## config.mk

```make
export PLATFORM = sky130hd
export DESIGN_NAME = fetch_unit
export DESIGN_NICKNAME = d
export VERILOG_FILES = /design/src/rtl/fetch_unit.sv
export SDC_FILE = /design/constraint.sdc
export NUM_CORES = 1
export LEC_CHECK = 0
export BUFFER_PORTS_ARGS = -buffer_cell sky130_fd_sc_hd__buf_2
export CORE_MARGIN = 2
export CORE_UTILIZATION = 53
export CTS_BUF_LIST = sky130_fd_sc_hd__clkbuf_8
export DETAILED_ROUTE_END_ITERATION = 12
export GPL_ROUTABILITY_DRIVEN = 0
export PLACE_DENSITY_LB_ADDON = 0.12
export SYNTH_ARGS = -nofsm -noshare
export SYNTH_HDL_FRONTEND = slang
export SYNTH_SLANG_ARGS = --single-unit
```

## constraint.sdc

```tcl
create_clock -name clk -period 4 [get_ports clk]
set_input_delay 0.2 -clock clk [delete_from_list [all_inputs] [get_ports clk]]
set_output_delay 0.2 -clock clk [all_outputs]
set_load 0.05 [all_outputs]
```

## src/rtl/fetch_unit.sv

```systemverilog
// RV32I instruction fetch stage: PC register, BOOT/RUN/HALT control FSM and the IF/ID pipeline register.
// The shared width package sits first in this file so the fetch stage stays self-contained.
package rv32i_pkg;
   localparam int DPW = 32;
endpackage

module fetch_unit
   import rv32i_pkg::*;
#(
   parameter logic [DPW-1:0] ResetPC   = '0,
   parameter int             ImemBytes = 120
) (
   input  logic           clk,
   input  logic           rst_n,
   input  logic           StallF,
   input  logic           StallD,
   input  logic           FlushD,
   input  logic           PCSrcE,
   input  logic [DPW-1:0] PCTargetE,
   input  logic [DPW-1:0] instr,
   output logic [DPW-1:0] PCF,
   output logic [DPW-1:0] InstrD,
   output logic [DPW-1:0] PCD,
   output logic [DPW-1:0] PCPlus4D,
   output logic           ValidD,
   output logic           FetchFault,
   output logic [15:0]    FetchCnt
);

   localparam logic [DPW-1:0] LastPc  = DPW'(ImemBytes - 4);
   localparam logic [DPW-1:0] NopInstr = 32'h0000_0013;

   typedef enum logic [1:0] {
      BOOT,
      RUN,
      HALT
   } state_t;

   state_t         state;
   logic [DPW-1:0] pc_plus4;
   logic [DPW-1:0] next_pc;
   logic           pc_update;
   logic           next_illegal;
   logic           bubble_d;
   logic           load_d;

   // A redirect always moves the PC, even through a fetch stall; an illegal target freezes it instead.
   always_comb begin
      pc_plus4     = PCF + 32'd4;
      next_pc      = PCSrcE ? PCTargetE : pc_plus4;
      pc_update    = (state == RUN) && (PCSrcE || !StallF);
      next_illegal = (next_pc[1:0] != 2'b00) || (next_pc > LastPc);
      bubble_d     = (state != RUN) || FlushD || PCSrcE;
      load_d       = !bubble_d && !StallD;
   end

   always_ff @(posedge clk or negedge rst_n) begin
      if (!rst_n) begin
         state      <= BOOT;
         PCF        <= ResetPC;
         FetchFault <= 1'b0;
      end else begin
         case (state)
            BOOT: state <= RUN;
            RUN: begin
               if (pc_update) begin
                  if (next_illegal) begin
                     state      <= HALT;
                     FetchFault <= 1'b1;
                  end else begin
                     PCF <= next_pc;
                  end
               end
            end
            HALT: FetchFault <= 1'b1;
            default: state <= BOOT;
         endcase
      end
   end

   // Bubble outranks hold, so a flush wins over a decode stall.
   always_ff @(posedge clk or negedge rst_n) begin
      if (!rst_n) begin
         InstrD   <= NopInstr;
         PCD      <= '0;
         PCPlus4D <= '0;
         ValidD   <= 1'b0;
         FetchCnt <= '0;
      end else if (bubble_d) begin
         InstrD   <= NopInstr;
         PCD      <= '0;
         PCPlus4D <= '0;
         ValidD   <= 1'b0;
      end else if (load_d) begin
         InstrD   <= instr;
         PCD      <= PCF;
         PCPlus4D <= pc_plus4;
         ValidD   <= 1'b1;
         FetchCnt <= FetchCnt + 16'd1;
      end
   end

endmodule

```

After elaboration in Yosys (flattened, before gate mapping)
Index checks and enable logic that the tools add are counted.
- bits in registers: 148
- output and inout bits: 146
- reductions and logical operators: 17
- $add $sub $neg: 2
- muxes and demuxes: 15
- equal/unequal tests: 5
- bitwise gates (word level): 3
- $lt $le $gt $ge: 1
- operators with widths (kind ; number):
    $mux W32 ; 7
    $add A32 B3 Y32 const B ; 1
    $gt A32 B7 Y1 const B ; 1
    $add A16 B1 Y16 const B ; 1
    $reduce_and A3 Y1 ; 3
    $pmux W2 S3 ; 1
    $reduce_bool A2 Y1 ; 3
    $logic_or A1 B1 Y1 ; 4
    $mux W1 ; 4
    $mux W2 ; 2
    $ne A2 B2 Y1 const B ; 2
    $logic_not A1 Y1 ; 3
    $not A1 Y1 ; 3
    $eq A2 B1 Y1 const B ; 1
    $eq A2 B2 Y1 const B ; 1
    $logic_and A1 B1 Y1 ; 2
    $logic_not A2 Y1 ; 1
    $ne A2 B1 Y1 const B ; 1
    $pmux W1 S2 ; 1
    $reduce_and A2 Y1 ; 1

Depth between registers and ports, before layout
Gate-level depths: netlist (run 1).
- word-level depth: 7
- gate-level depth with buffers: 10

Worst setup path after synthesis (run 1)
Ideal clock, no wire load.
- kind: register -> register
- from: reg PCF[3]
- to: reg PCF[6]
- setup time: 128 ps
- path slack: 447 ps
- arrival: 3426 ps
- cell stages (with the launch flop): 11
- buffers on the path: 1
- period minus slack after synthesis: 3553 ps
- cells stage by stage: dfrtp_1 -> ha_1 -> nand4_2 -> or4_4 -> nor3_2 -> nand3_1 -> a2111oi_0 -> o211ai_1 -> nor4_4 -> buf_2 -> mux2_1
- word-level cells in the longest chain between the ends: 6
- RTL lines (element ; RTL line ; RTL):
    from (decl) ; 21 ; output logic [DPW-1:0] PCF,
    from (signal assigned) ; 60 ; PCF <= ResetPC;
    from (signal assigned) ; 71 ; PCF <= next_pc;
    $add A32 B3 Y32 * ; 49 ; pc_plus4 = PCF + 32'd4;
    $mux W32 * ; 50 ; next_pc = PCSrcE ? PCTargetE : pc_plus4;
    $gt A32 B7 Y1 ; 52 ; next_illegal = (next_pc[1:0] != 2'b00) || (next_pc > LastPc);
    $logic_or A1 B1 Y1 ; 52 ;
    $not A1 Y1 (no source line) ; - ;
    $reduce_and A3 Y1 (no source line) ; - ;
Every way passes the cells marked *; elsewhere a longest branch is shown, timed or not.
A chain may end at the register's enable or synchronous reset.

Final worst setup path (run 1)
- from: reg PCF[3]
- to: reg PCF[31]
Same word-level chain as after synthesis.

==> summary.md, run 1 <==
| Metric | Value |
|---|---|
| Status | finished, final reports clean |
| Synth warn | 0 |
| Post-CTS Hold Buffers | 19 |
| Die W | between 100 and 150 um |
| Fin. max-slew vios | 0 |
| Top cell type's share of synthesized area | 0.520 |
| Placeable Area | 12700 um2 |
| Syn_nets | between 700 and 800 |
| Synth Register Bits | 146 |
| Average size of a mapped cell | 10.5 um2 |
| Setup crit end kind | register |
| Fmax | approximately 0.27 GHz |
| Actual slew at the worst max-slew pin | 1.04 ns |
| Port bufs | 215 |
| Number of global-route vias before repair | 5492 |
| First-pass DRT Iterations | 4 |
| CTS root buf | clkbuf_8 |
| Skew-Pair Late Insertion Delay | 0.44 ns |
| CP Max Fanout | 24 |
| Final TNS setup | 0 ns |
| Setup Viol. Count Final | 0 |
| Mapped Area | 6890 um2 |
| Place WS | 0.346 ns |
| VDD IR-drop max | 0.187 mV |
| WL final | 17.5 mm |
| Setup crit start kind | register |
| Clock sinks | 146 |
| Initial antenna violation count | 0 |
| Post_cts resized | 0 |
| FF/Latch Area | ~3700 um2 |
| Initial DRC count | 299 |
| Maxcap violations | 0 |
| Hpwl dp | 12.3 mm |
| CP Data Arrival Time | 4.03 ns |
| Grt total ovfl | 0 |
| Cell Pwr Density | 356 nW/um2 |
| Ranking of synthesized cells by area | dfrtp_1, mux2i_1, nor2_1 |
| Biggest area consumer among synthesized cells | dfrtp_1 |
| Slew margin rel. | 0.306 |
| Unique masters post-synth | 59 |
| Final Hold Fails | 0 |
| Die footprint | 13900 um2 |
| Min-Delay Path Class | in2reg |
| Leakage Power | 4.51 nW |
| Top-count cell post-synth | dfrtp_1 |
| Area Growth Syn to Fin | 24.9% |
| Ant diodes | 0 |
| CTS tree | done |
| Row count | 41 |
| Count of nets after finishing | 944 |
| Final setup margin | 0.285 ns |
| CP required | about 4.3 ns |
| RSZ-0062 raised after global routing | no |
| Synth async-reset ratio | 1.00 |
| Sequential area share after synthesis | 0.531 |
| Main synth FF type | dfrtp_1 |
| Boundary Pins | between 200 and 250 |
| Post-synth EDFFs | 0 |
| Postcts setup bufs | 0 |
| Layout cell share with drive strength beyond 1 | 0.310 |
| WL/cell | 16.6 um |
| Drt drc | 0 |
| Met2 Use GR | 0.406 |
| Die height | 118 um |
| Largest net degree at the start of global routing | 119 |
| Initial Utilization | 0.544 |
| H-tree lvl count | 4 |
| Grt met1 use | 0.352 |
| Fin crit share | 0.929 |
| First-pass GRT wire length | approximately 28 mm |
| Skew final | ~0.0081 ns |
| Most Crowded Layer GR | met2 |
| CP Class | reg2reg |
| Vias per cell | 5.26 |
| Worst-path clk slew | approximately 0.080 ns |
| Met3 Use GR | 0.0586 |
| Via count | between 5000 and 6000 |
| Top cells by count, synth | dfrtp_1, nor2_1, mux2i_1, nor2b_1, clkbuf_1 |
| Total Routing Usage GR | 0.257 |
| Area of the multi-input gates | 3000 um2 |
| Tmin final | 3.71 ns |
| Clk buf depth | 2 |
| TritonCTS Buffers | 17 |
| ANT nets after route | 0 |
| Post-Syn Instances | 659 |
| Fillers | 1054 |
## critical path: stages, from the launching register on
cell and delay (ns):
dfrtp_1 0.46, ha_1 0.28, nand4_2 0.15, or4_4 0.47
nor3_2 0.21, nand3_1 0.10, a2111oi_0 0.48, o211ai_1 0.23
nor4_4 0.69, buf_4 0.39, nor2b_1 0.10
## cell type report
type,count,area share
clock buffers,20,0.0320
clock inverters,12,0.0106
inverters,6,0.00262
multi-input cells,459,0.349
flip-flops and latches,146,0.425
well taps,172,0.0250
repair buffers,242,0.156
## flip-flops by register name (all words and copies together) (netlist names)
register	count
FetchCnt	16
InstrD	32
PCF	32
PCD	32
PCPlus4D	30
FetchFault	1
ValidD	1
state	2
## through the flow
step                hold slack [ns]  power (W)  instance area (um2)  cells   util
detailed placement            0.427    0.00202                 8050   1006  0.635
CTS                        0.000530    0.00310                 8600   1057  0.679
finish                       0.0206    0.00307                 8600   1057  0.679
global placement              0.414    0.00201                 8050   1006  0.635
floorplan                   -0.0956    0.00188                 6890    659      -
global route                 0.0117    0.00321                 8600   1057  0.679
## where the power goes
part | switching, W | internal, W | leakage [nW]
registers | 0.0000430 | 0.00152 | 1.99
logic | 0.000306 | 0.000133 | 2.31
clock network | 0.000529 | 0.000531 | 0.202
total | 0.000878 | 0.00219 | 4.51
## kinds of logic after synthesis
family | count (synthesis) | share of synthesized area
flip-flops | 146 | 0.531
buffers and inverters | 54 | 0.0338
AO/OA/AOI/OAI | 53 | 0.0503
adder cells (fa/ha/maj) | 2 | 0.00363
AND/OR/NAND/NOR | 278 | 0.205
XOR/XNOR | 45 | 0.0572
multiplexers | 81 | 0.119
## path summary, 6_finish.rpt
| check | cells after the start | startpoint | slack, ns | to |
|---|---|---|---|---|
| min | 3 | instr[31] | 0.02 | InstrD[31] |
| max in group asynchronous | 3 | rst_n | 2.57 | PCPlus4D[28] |
| min in group asynchronous | 2 | rst_n | 0.45 | PCPlus4D[4] |
| max reg2reg | 10 | PCF[3] | 0.29 | PCF[31] |
| min reg2reg | 1 | FetchCnt[15] | 0.47 | FetchCnt[15] |
| max | 10 | PCF[3] | 0.29 | PCF[31] |
## layout by cell type (no fill, tap or decap), types with 6 or more instances in the layout
cell	instances
nand3_1	17
dfrtp_1	143
nor2b_1	31
and3_1	6
inv_1	9
nor4_1	6
buf_2	213
buf_4	8
nor3_1	16
a21oi_1	24
xor2_1	19
nand4_1	12
xnor2_1	26
dlygate4sd3_1	19
nand2_1	25
clkbuf_8	20
nor2_1	133
mux2i_1	75
## per-layer routing
layer,up-vias,routed length [um]
li1,2687,-
met1,2675,7870
met2,175,8370
met3,28,933
met4,0,324
met5,-,0
No activity file was read; power rests on OpenSTA's default activity.
==> run 2: changes to the inputs <==
- SETUP_SLACK_MARGIN: not set -> 0.5
==> run 2 against run 1 <==
Net effect: register-to-register slack improved by 0.39 ns; sequential cell count unchanged; critical path depth decreased by 1; sequential share of layout area down 0.57 points; clock-buffer cell count fell by 1; global-route usage rose by 0.74 points; critical endpoint is now FetchFault.
==> summary.md, run 2 (synthesis results as in run 1) <==
| Metric | Value |
|---|---|
| Area Growth Syn to Fin | 27.1% |
| Layout cell share with drive strength beyond 1 | 0.324 |
| Met3 Use GR | 0.0625 |
| Largest regs | InstrD (32), PCD (32), PCF (32) |
| Core Util, Final | 0.691 |
| Status | finished, final reports clean |
| Placeable Area | 12700 um2 |
| WL final | between 15 and 20 mm |
| CP Data Arrival Time | 3.66 ns |
| Fin cells | approximately 1100 |
| Clock sinks | 146 |
| Drt drc | 0 |
| Critical Path Slowest Stage Cell | or4b_4 |
| WP buf/inv | 0 |
| Hold path depth | 3 |
| Min-Delay Path Class | in2reg |
| Hpwl dp | 12.2 mm |
| Leakage Power | 4.54 nW |
| Skew final | 0.00934 ns |
| Setup Viol. Count Final | 0 |
| Slew margin rel. | 0.258 |
| Largest net degree at the start of global routing | 119 |
| Final TNS setup | 0 ns |
| Initial Utilization | 0.544 |
| Initial DRC count | 484 |
| Worst r2r dst | FetchFault |
| Most Crowded Layer GR | met2 |
| CP Max Fanout | 10 |
| Maxcap violations | 0 |
| Worst R2R Setup Slack | between 0.6 and 0.7 ns |
| Cell Pwr Density | 361 nW/um2 |
| First-pass GRT wire length | 29.3 mm |
| Initial antenna violation count | 0 |
| CTS root buf | clkbuf_8 |
| Clk buf depth | 2 |
| Grt total ovfl | 0 |
| TritonCTS Buffers | 17 |
| Actual slew at the worst max-slew pin | 1.11 ns |
| Fin crit share | 0.832 |
| Grt met1 use | 0.364 |
| Commonest non-fill, non-tap cell in the layout | buf_2 |
| CTS tree | done |
| First-pass DRT Iterations | 5 |
| H-tree lvl count | 4 |
| Worst-path clk slew | 0.08 ns |
| CP Class | reg2reg |
| Setup crit end kind | register |
| Port bufs | 215 |
| ANT nets after route | 0 |
| Die footprint | 13900 um2 |
| Fmax | 0.300 GHz |
| Total Routing Usage GR | 0.265 |
| Die height | 118 um |
| R2r startpoint | PCF[3] |
| Setup crit start kind | register |
| Via count | roughly 5700 |
| Skew-Pair Late Insertion Delay | 0.45 ns |
| Worst path max stage delay | approximately 0.6 ns |
| Vias per cell | roughly 5.4 |
| Final Hold Fails | 0 |
| Worst hold path startpoint | instr[26] |
| Final hold slack | 0.0323 ns |
| Commonest non-fill, non-tap cells in the layout | buf_2, nor2_1, dfrtp_1, mux2i_1, nor2b_1 |
| CP required | 4.33 ns |
| Ant diodes | 0 |
| RSZ-0062 raised after global routing | no |
| Row count | 41 |
| WL/cell | 16.8 um |
| Number of global-route vias before repair | 5628 |
| Crit path max-delay family | simple AND/OR/NAND/NOR gates |
| Placed Cells | 1006 |
| Fin. max-slew vios | 0 |
| Overall Power | 0.00316 W |
| Cells on worst reg2reg path | 9 |
| Count of nets after finishing | about 950 |
| Met2 Use GR | 0.410 |
| Boundary Pins | 216 |
| Die W | around 120 um |
| VDD IR-drop max | 0.286 mV |
| Critical path cell sequence | ha_2, nand4_4, or4_4, nor3_4, nand3_1, a2111oi_2, o211ai_1, or4b_4, a221o_1 |
| Hold Path End | InstrD[26] |
| Tmin final | 3.33 ns |
-- run 2: cell types whose count changed in the layout (fill, tap and decap cells not counted), moves of 2 or more --
cell	change
dfrtp_2	+11
dfrtp_1	-11
clkinvlp_4	+2
inv_1	-2
buf_4	+2
dlygate4sd3_1	+8
-- run 2: repair_timing --
action                                 4_1_cts  5_1_grt
hold buffers                                27        0
setup endpoints to repair                    2        3
pin swaps                                    1        3
endpoints found under the hold margin      140        0
gates resized for setup                      1       14
setup buffers                                0        1
-- run 2: layout make-up --
class	count	area (um2)
inverter	6	22.5
timing repair buffer	251	1420
fill	1011	3920
multi-input combinational	459	3030
tap	172	215
sequential	146	3670
clock inverter	13	133
clock buffer	19	262
-- run 2: power breakdown --
part	total (W)	internal [W]	switching [W]	leakage [nW]
clock network	0.00114	0.000584	0.000558	0.199
logic	0.000452	0.000140	0.000312	2.37
registers	0.00156	0.00152	0.0000408	1.98
total	0.00316	0.00225	0.000911	4.54
-- run 2: routing by layer --
layer,routed length (um),vias up
met5,0,-
met4,435,0
met3,1110,37
met2,8380,224
met1,7980,2757
li1,-,2697
-- run 2: worst max path at each step --
stage                        from         end  depth (start not counted)
after floorplan           PCF[20]      PCF[6]                         10
after global placement     PCF[3]      PCF[6]                         10
after detailed placement   PCF[3]      PCF[6]                         10
after CTS                  PCF[3]  FetchFault                          9
after global routing       PCF[3]  FetchFault                          9
final                      PCF[3]  FetchFault                          9
-- run 2: worst min-delay path, delay by kind of cell --
| family | cells | cell delay [ns] |
|---|---|---|
| multiplexers | 1 | 0.06 |
| buffers and inverters | 1 | 0.09 |
| AND/OR/NAND/NOR | 1 | 0.10 |
-- run 2: stage by stage --
| step | instance area [um2] | setup slack (ns) |
|---|---|---|
| CTS | 8710 | 0.511 |
| global route | 8750 | 0.522 |
| finish | 8750 | 0.671 |
| global placement | 8040 | 0.564 |
| floorplan | 6890 | 0.502 |
| detailed placement | 8040 | 0.417 |
